[config.mk]
export PLATFORM = sky130hd
export DESIGN_NAME = sonic_echo_responder
export DESIGN_NICKNAME = d
export VERILOG_FILES = /design/src/rtl/sonic_echo_responder.sv
export SDC_FILE = /design/constraint.sdc
export NUM_CORES = 1
export LEC_CHECK = 0
export BUFFER_PORTS_ARGS = -buffer_cell sky130_fd_sc_hd__buf_2
export CORE_ASPECT_RATIO = 1.25
export CORE_MARGIN = 5
export CORE_UTILIZATION = 54
export DETAILED_ROUTE_END_ITERATION = 8
export PLACE_DENSITY = 0.83
export SLEW_MARGIN = 20
export SYNTH_ARGS = -nofsm -noshare
export SYNTH_HDL_FRONTEND = slang
export SYNTH_SLANG_ARGS = --single-unit
[constraint.sdc]
create_clock -name clk -period 5.3 [get_ports clk]
set_input_delay 0.53 -clock clk [delete_from_list [all_inputs] [get_ports clk]]
set_output_delay 0.53 -clock clk [all_outputs]
set_load 0.01 [all_outputs]
[src/rtl/sonic_echo_responder.sv]
// HC-SR04-style ultrasonic sensor responder: validates a trigger pulse, waits out
// the burst time, then returns an echo pulse whose width encodes distance_cm.
module sonic_echo_responder #(
    parameter int US_DIV      = 100,
    parameter int TRIG_MIN_US = 10,
    parameter int BURST_US    = 200,
    parameter int TIMEOUT_US  = 38000,
    parameter int HOLDOFF_US  = 1000
) (
    input  logic       clk,
    input  logic       rst_n,
    input  logic       enable,
    input  logic       trig,
    input  logic [8:0] distance_cm,
    output logic       echo,
    output logic       busy,
    output logic       trig_err,
    output logic       meas_done
);

    localparam logic [2:0] IDLE    = 3'd0;
    localparam logic [2:0] TRIG_HI = 3'd1;
    localparam logic [2:0] BURST   = 3'd2;
    localparam logic [2:0] ECHO    = 3'd3;
    localparam logic [2:0] HOLDOFF = 3'd4;

    localparam int PW        = (US_DIV > 1) ? $clog2(US_DIV) : 1;
    localparam int WIDTH_MIN = TRIG_MIN_US * US_DIV;
    localparam int WW        = $clog2(WIDTH_MIN + 1);

    localparam logic [PW-1:0] PRE_LAST    = PW'(US_DIV - 1);
    localparam logic [WW-1:0] WIDTH_SAT   = WW'(WIDTH_MIN);
    // The rise cycle itself is high but not counted, hence one less.
    localparam logic [WW-1:0] WIDTH_OK    = WW'(WIDTH_MIN - 1);
    localparam logic [15:0]   BURST_LAST  = 16'(BURST_US - 1);
    localparam logic [15:0]   HOLD_LAST   = 16'(HOLDOFF_US - 1);
    localparam logic [15:0]   TIMEOUT_VAL = 16'(TIMEOUT_US);

    logic [2:0]    state;
    logic [2:0]    state_next;
    logic          trig_q;
    logic [PW-1:0] pre_cnt;
    logic [15:0]   us_cnt;
    logic [15:0]   echo_us;
    logic [15:0]   echo_us_calc;
    logic [WW-1:0] width_cnt;
    logic          us_tick;
    logic          trig_rise;
    logic          trig_fall;
    logic          width_ok;
    logic          short_trig;

    assign trig_rise = trig & ~trig_q;
    assign trig_fall = ~trig & trig_q;
    assign us_tick   = (pre_cnt == PRE_LAST);
    assign width_ok  = (width_cnt >= WIDTH_OK);

    always_comb begin
        if (distance_cm >= 9'd2 && distance_cm <= 9'd400)
            echo_us_calc = 16'(distance_cm) * 16'd58;
        else
            echo_us_calc = TIMEOUT_VAL;
    end

    always_comb begin
        state_next = state;
        short_trig = 1'b0;
        if (!enable) begin
            state_next = IDLE;
        end else begin
            case (state)
                IDLE:    if (trig_rise) state_next = TRIG_HI;
                TRIG_HI: begin
                    if (trig_fall) begin
                        if (width_ok) begin
                            state_next = BURST;
                        end else begin
                            state_next = IDLE;
                            short_trig = 1'b1;
                        end
                    end
                end
                BURST:   if (us_tick && us_cnt == BURST_LAST) state_next = ECHO;
                ECHO:    if (us_tick && us_cnt == echo_us - 16'd1) state_next = HOLDOFF;
                HOLDOFF: if (us_tick && us_cnt == HOLD_LAST) state_next = IDLE;
                default: state_next = IDLE;
            endcase
        end
    end

    // trig_q resets high so a trigger held across reset release is not a rise.
    always_ff @(posedge clk or negedge rst_n) begin
        if (!rst_n) begin
            state     <= IDLE;
            trig_q    <= 1'b1;
            pre_cnt   <= '0;
            us_cnt    <= '0;
            width_cnt <= '0;
            echo_us   <= '0;
            echo      <= 1'b0;
            busy      <= 1'b0;
            trig_err  <= 1'b0;
            meas_done <= 1'b0;
        end else begin
            trig_q <= trig;
            state  <= state_next;
            if (state_next != state) begin
                pre_cnt <= '0;
                us_cnt  <= '0;
            end else begin
                pre_cnt <= us_tick ? '0 : pre_cnt + PW'(1);
                if (us_tick)
                    us_cnt <= us_cnt + 16'd1;
            end
            if (state == IDLE)
                width_cnt <= '0;
            else if (state == TRIG_HI && trig && width_cnt != WIDTH_SAT)
                width_cnt <= width_cnt + WW'(1);
            if (state == TRIG_HI && state_next == BURST)
                echo_us <= echo_us_calc;
            echo      <= (state_next == ECHO);
            busy      <= (state_next != IDLE);
            trig_err  <= short_trig;
            meas_done <= (state == ECHO) && (state_next == HOLDOFF);
        end
    end

endmodule

==> key figures <==
Outcome
  – Status: completed

Clocking
  – Clk pin slew, worst setup/hold paths: 0.11 ns
  – CTS H-tree lvls: 2
  – CTS tree: done
  – Clk root buf: clkbuf_8
  – Num CTS Buffers: 5
  – Worst-case clock buffer depth: 2
  – Clk Latency, worst-skew pair: 0.32 ns
  – Post-CTS Setup Bufs: 0
  – Clock sinks: 56
  – Hold-fix buffers, CTS: 0
  – Post-CTS sizing: 0

Setup path
  – Worst-path fanout max: 5
  – CP endpoint kind: register
  – Crit start category: primary input
  – Slowest stage delay, CP: 0.50 ns
  – Slowest cell on crit path: fa_1
  – Crit Path Category: primary input to register
  – Cell Chain, Critical Path: buf_2, fa_1, ha_1, inv_1, fa_1, inv_1, ha_1, a21o_1, a21oi_1, o21bai_1, a2111oi_0, nor3_1, mux2i_1, a32o_1
  – CP arrival: 3.90 ns
  – Worst Path Buf+Inv: 3
  – CP delay by family, top: adder cells
  – Crit path required time: 5.50 ns

Route
  – Via count: 3386
  – DR pass1 iterations: 5
  – Avg Vias per Cell: 5.80
  – Antenna viol nets, final: 0
  – Drc violations: 0
  – Routed len/inst: 14.6 um
  – First-iteration detailed-routing DRC count: 186
  – DRT Wirelength: 8.54 mm

Final layout
  – N_diodes: 0
  – Post-Layout Cell Count: 584
  – Fill cells: 668
  – Finished Core Util: 0.589
  – Final #Nets: 559
  – Synthesis-to-finish area growth: 5.36%
  – Final Cell Area: 4650 sq um
  – Most frequent cells in the layout: dfrtp_1, nor2_1, ha_1
  – Share of cells above drive strength 1: 0.0838
  – Commonest non-fill, non-tap cell in the layout: dfrtp_1

Worst hold path
  – Hold Crit Class: primary input to asynchronous set/reset pin

Yosys
  – Post-synth EDFFs: 0
  – Asr flop ratio synth: 1.00
  – Post-Syn Area: 4410 sq um
  – Mapped Cells: 480
  – Netlist cell types: 63
  – Ys flop type: dfrtp_1
  – Syn Nets: 551
  – Sequential area share after synthesis: 0.318
  – Ys Warns: 0
  – Average size of a mapped cell: 9.19 sq um
  – Number of synthesized register bits: 56

STA
  – Max-slew headroom: 0.313
  – FMAX: 270 MHz
  – Setup violations, final: 0
  – Tcrit/Tclk final: 0.698
  – Post-route minimum period: 3.70 ns
  – Worst Tran Pin Value: 1.02 ns
  – TNS Setup: 0 ns
  – Final hold violation count: 0
  – Clock Skew: 0.0135 ns
  – Slew Limit Fails: 0
  – Unrepaired setup endpoints after global routing: false

Die
  – CORE AREA: 7880 sq um
  – Die H: 111 um
  – Ports: 17
  – Die X: 90.8 um
  – Starting density of the core: 0.559
  – Die area: 10100 sq um
  – Num rows: 36

Power
  – Leak pwr: 2.15 nW
  – Max VDD drop: 240 uV
  – Overall Power: 1.21 mW
  – Power per Cell Area: 261 nW/um^2

Placement
  – Dpl cell area: 4550 sq um
  – Port bufs: 16
  – Placed insts: 576
  – Placer congestion estimate: 0.845
  – DPL Wire Length: 6.65 mm

Global routing
  – Total GRT Usage: 0.173
  – Vias in the first global route: 3433
  – Grt ovf: 0
  – Antenna violations before repair: 0
  – Largest net degree at the start of global routing: 57
  – First-pass GRT wire length: 15.0 mm

Flow run
  – Max Cap Viol: 0
[synthesized netlist by cell type (all sizes together) (3+ instances only)]
library cell / count / share of area
nor2b: 4 / 0.0057
xor2: 29 / 0.058
nand2b: 8 / 0.011
nor4: 6 / 0.0099
clkbuf: 13 / 0.011
or4: 4 / 0.0077
fa: 13 / 0.059
nor2: 50 / 0.043
mux2i: 4 / 0.0091
dfrtp: 55 / 0.31
a31oi: 3 / 0.0043
o21ai: 13 / 0.015
buf: 4 / 0.0071
nand2: 34 / 0.029
xnor2: 23 / 0.046
and3: 6 / 0.0085
nand3: 16 / 0.019
ha: 45 / 0.13
nand4: 13 / 0.018
inv: 37 / 0.031
o31ai: 6 / 0.010
or3: 6 / 0.0085
nor3: 20 / 0.025
a21o: 5 / 0.0085
a22o: 3 / 0.0060
a21oi: 19 / 0.022
a211oi: 5 / 0.0096
[per-layer routing]
layer  vias to the layer above  part of all wire  GRT usage
met5                         -                 0          0
met4                         0             0.013     0.0519
met3                        11             0.032     0.0238
met2                        75              0.55      0.323
met1                      1613              0.41      0.203
li1                       1687                 -          -
[final timing paths]
| path | start | end | slack (ns) | cells after the start |
|---|---|---|---|---|
| setup reg to reg | echo_us[1] | pre_cnt[3] | 2.03 | 9 |
| min in group clk | trig | trig_q | 0.33 | 1 |
| hold / removal | rst_n | pre_cnt[5] | 0.32 | 2 |
| setup / recovery | distance_cm[1] | echo_us[14] | 1.60 | 14 |
| max in group asynchronous | rst_n | width_cnt[1] | 4.52 | 2 |
| hold reg to reg | pre_cnt[0] | pre_cnt[0] | 0.51 | 1 |
[through the flow]
stage	setup slack [ns]	hold WS [ns]
detailed placement	1.27	0.502
floorplan	1.68	0.234
global route	1.33	0.319
global placement	1.35	0.481
finish	1.60	0.322
CTS	1.59	0.333
[worst reg2reg max path, stage by stage (launching register included)]
cell	delay (ns)
dfrtp_1	0.44
inv_1	0.09
ha_1	0.16
nor3b_2	0.45
nand3_2	0.20
or4_1	0.55
a211oi_2	0.25
o2111ai_2	0.25
o211ai_4	0.61
nor3_1	0.13
[registers in the layout (all words and copies together) (netlist names)]
name,count
trig_err,1
echo,1
trig_q,1
state,3
pre_cnt,7
echo_us,15
meas_done,1
busy,1
us_cnt,16
width_cnt,10
[power breakdown]
part	internal, mW	switching [mW]	leakage, nW
clock	0.0951	0.146	0.0485
sequential	0.465	0.0555	0.753
combinational	0.199	0.252	1.35
total	0.759	0.453	2.15
[logic make-up after synthesis]
group / after synthesis / synth area share
compound gates: 76 / 0.122
buf+inv: 54 / 0.0497
fa+ha+maj: 58 / 0.187
simple gates: 180 / 0.211
mux: 4 / 0.00908
flops: 56 / 0.318
xor+xnor: 52 / 0.103
[layout make-up]
type,count,area [sq um],area share
clock buffers,5,68.8,0.0148
well taps,95,119,0.0256
multi-input cells,370,2800,0.602
clock inverters,3,22.5,0.00485
repair buffers,18,95.1,0.0205
inverters,37,139,0.0299
flip-flops and latches,56,1400,0.302
Power figures use the tool's default switching activity.
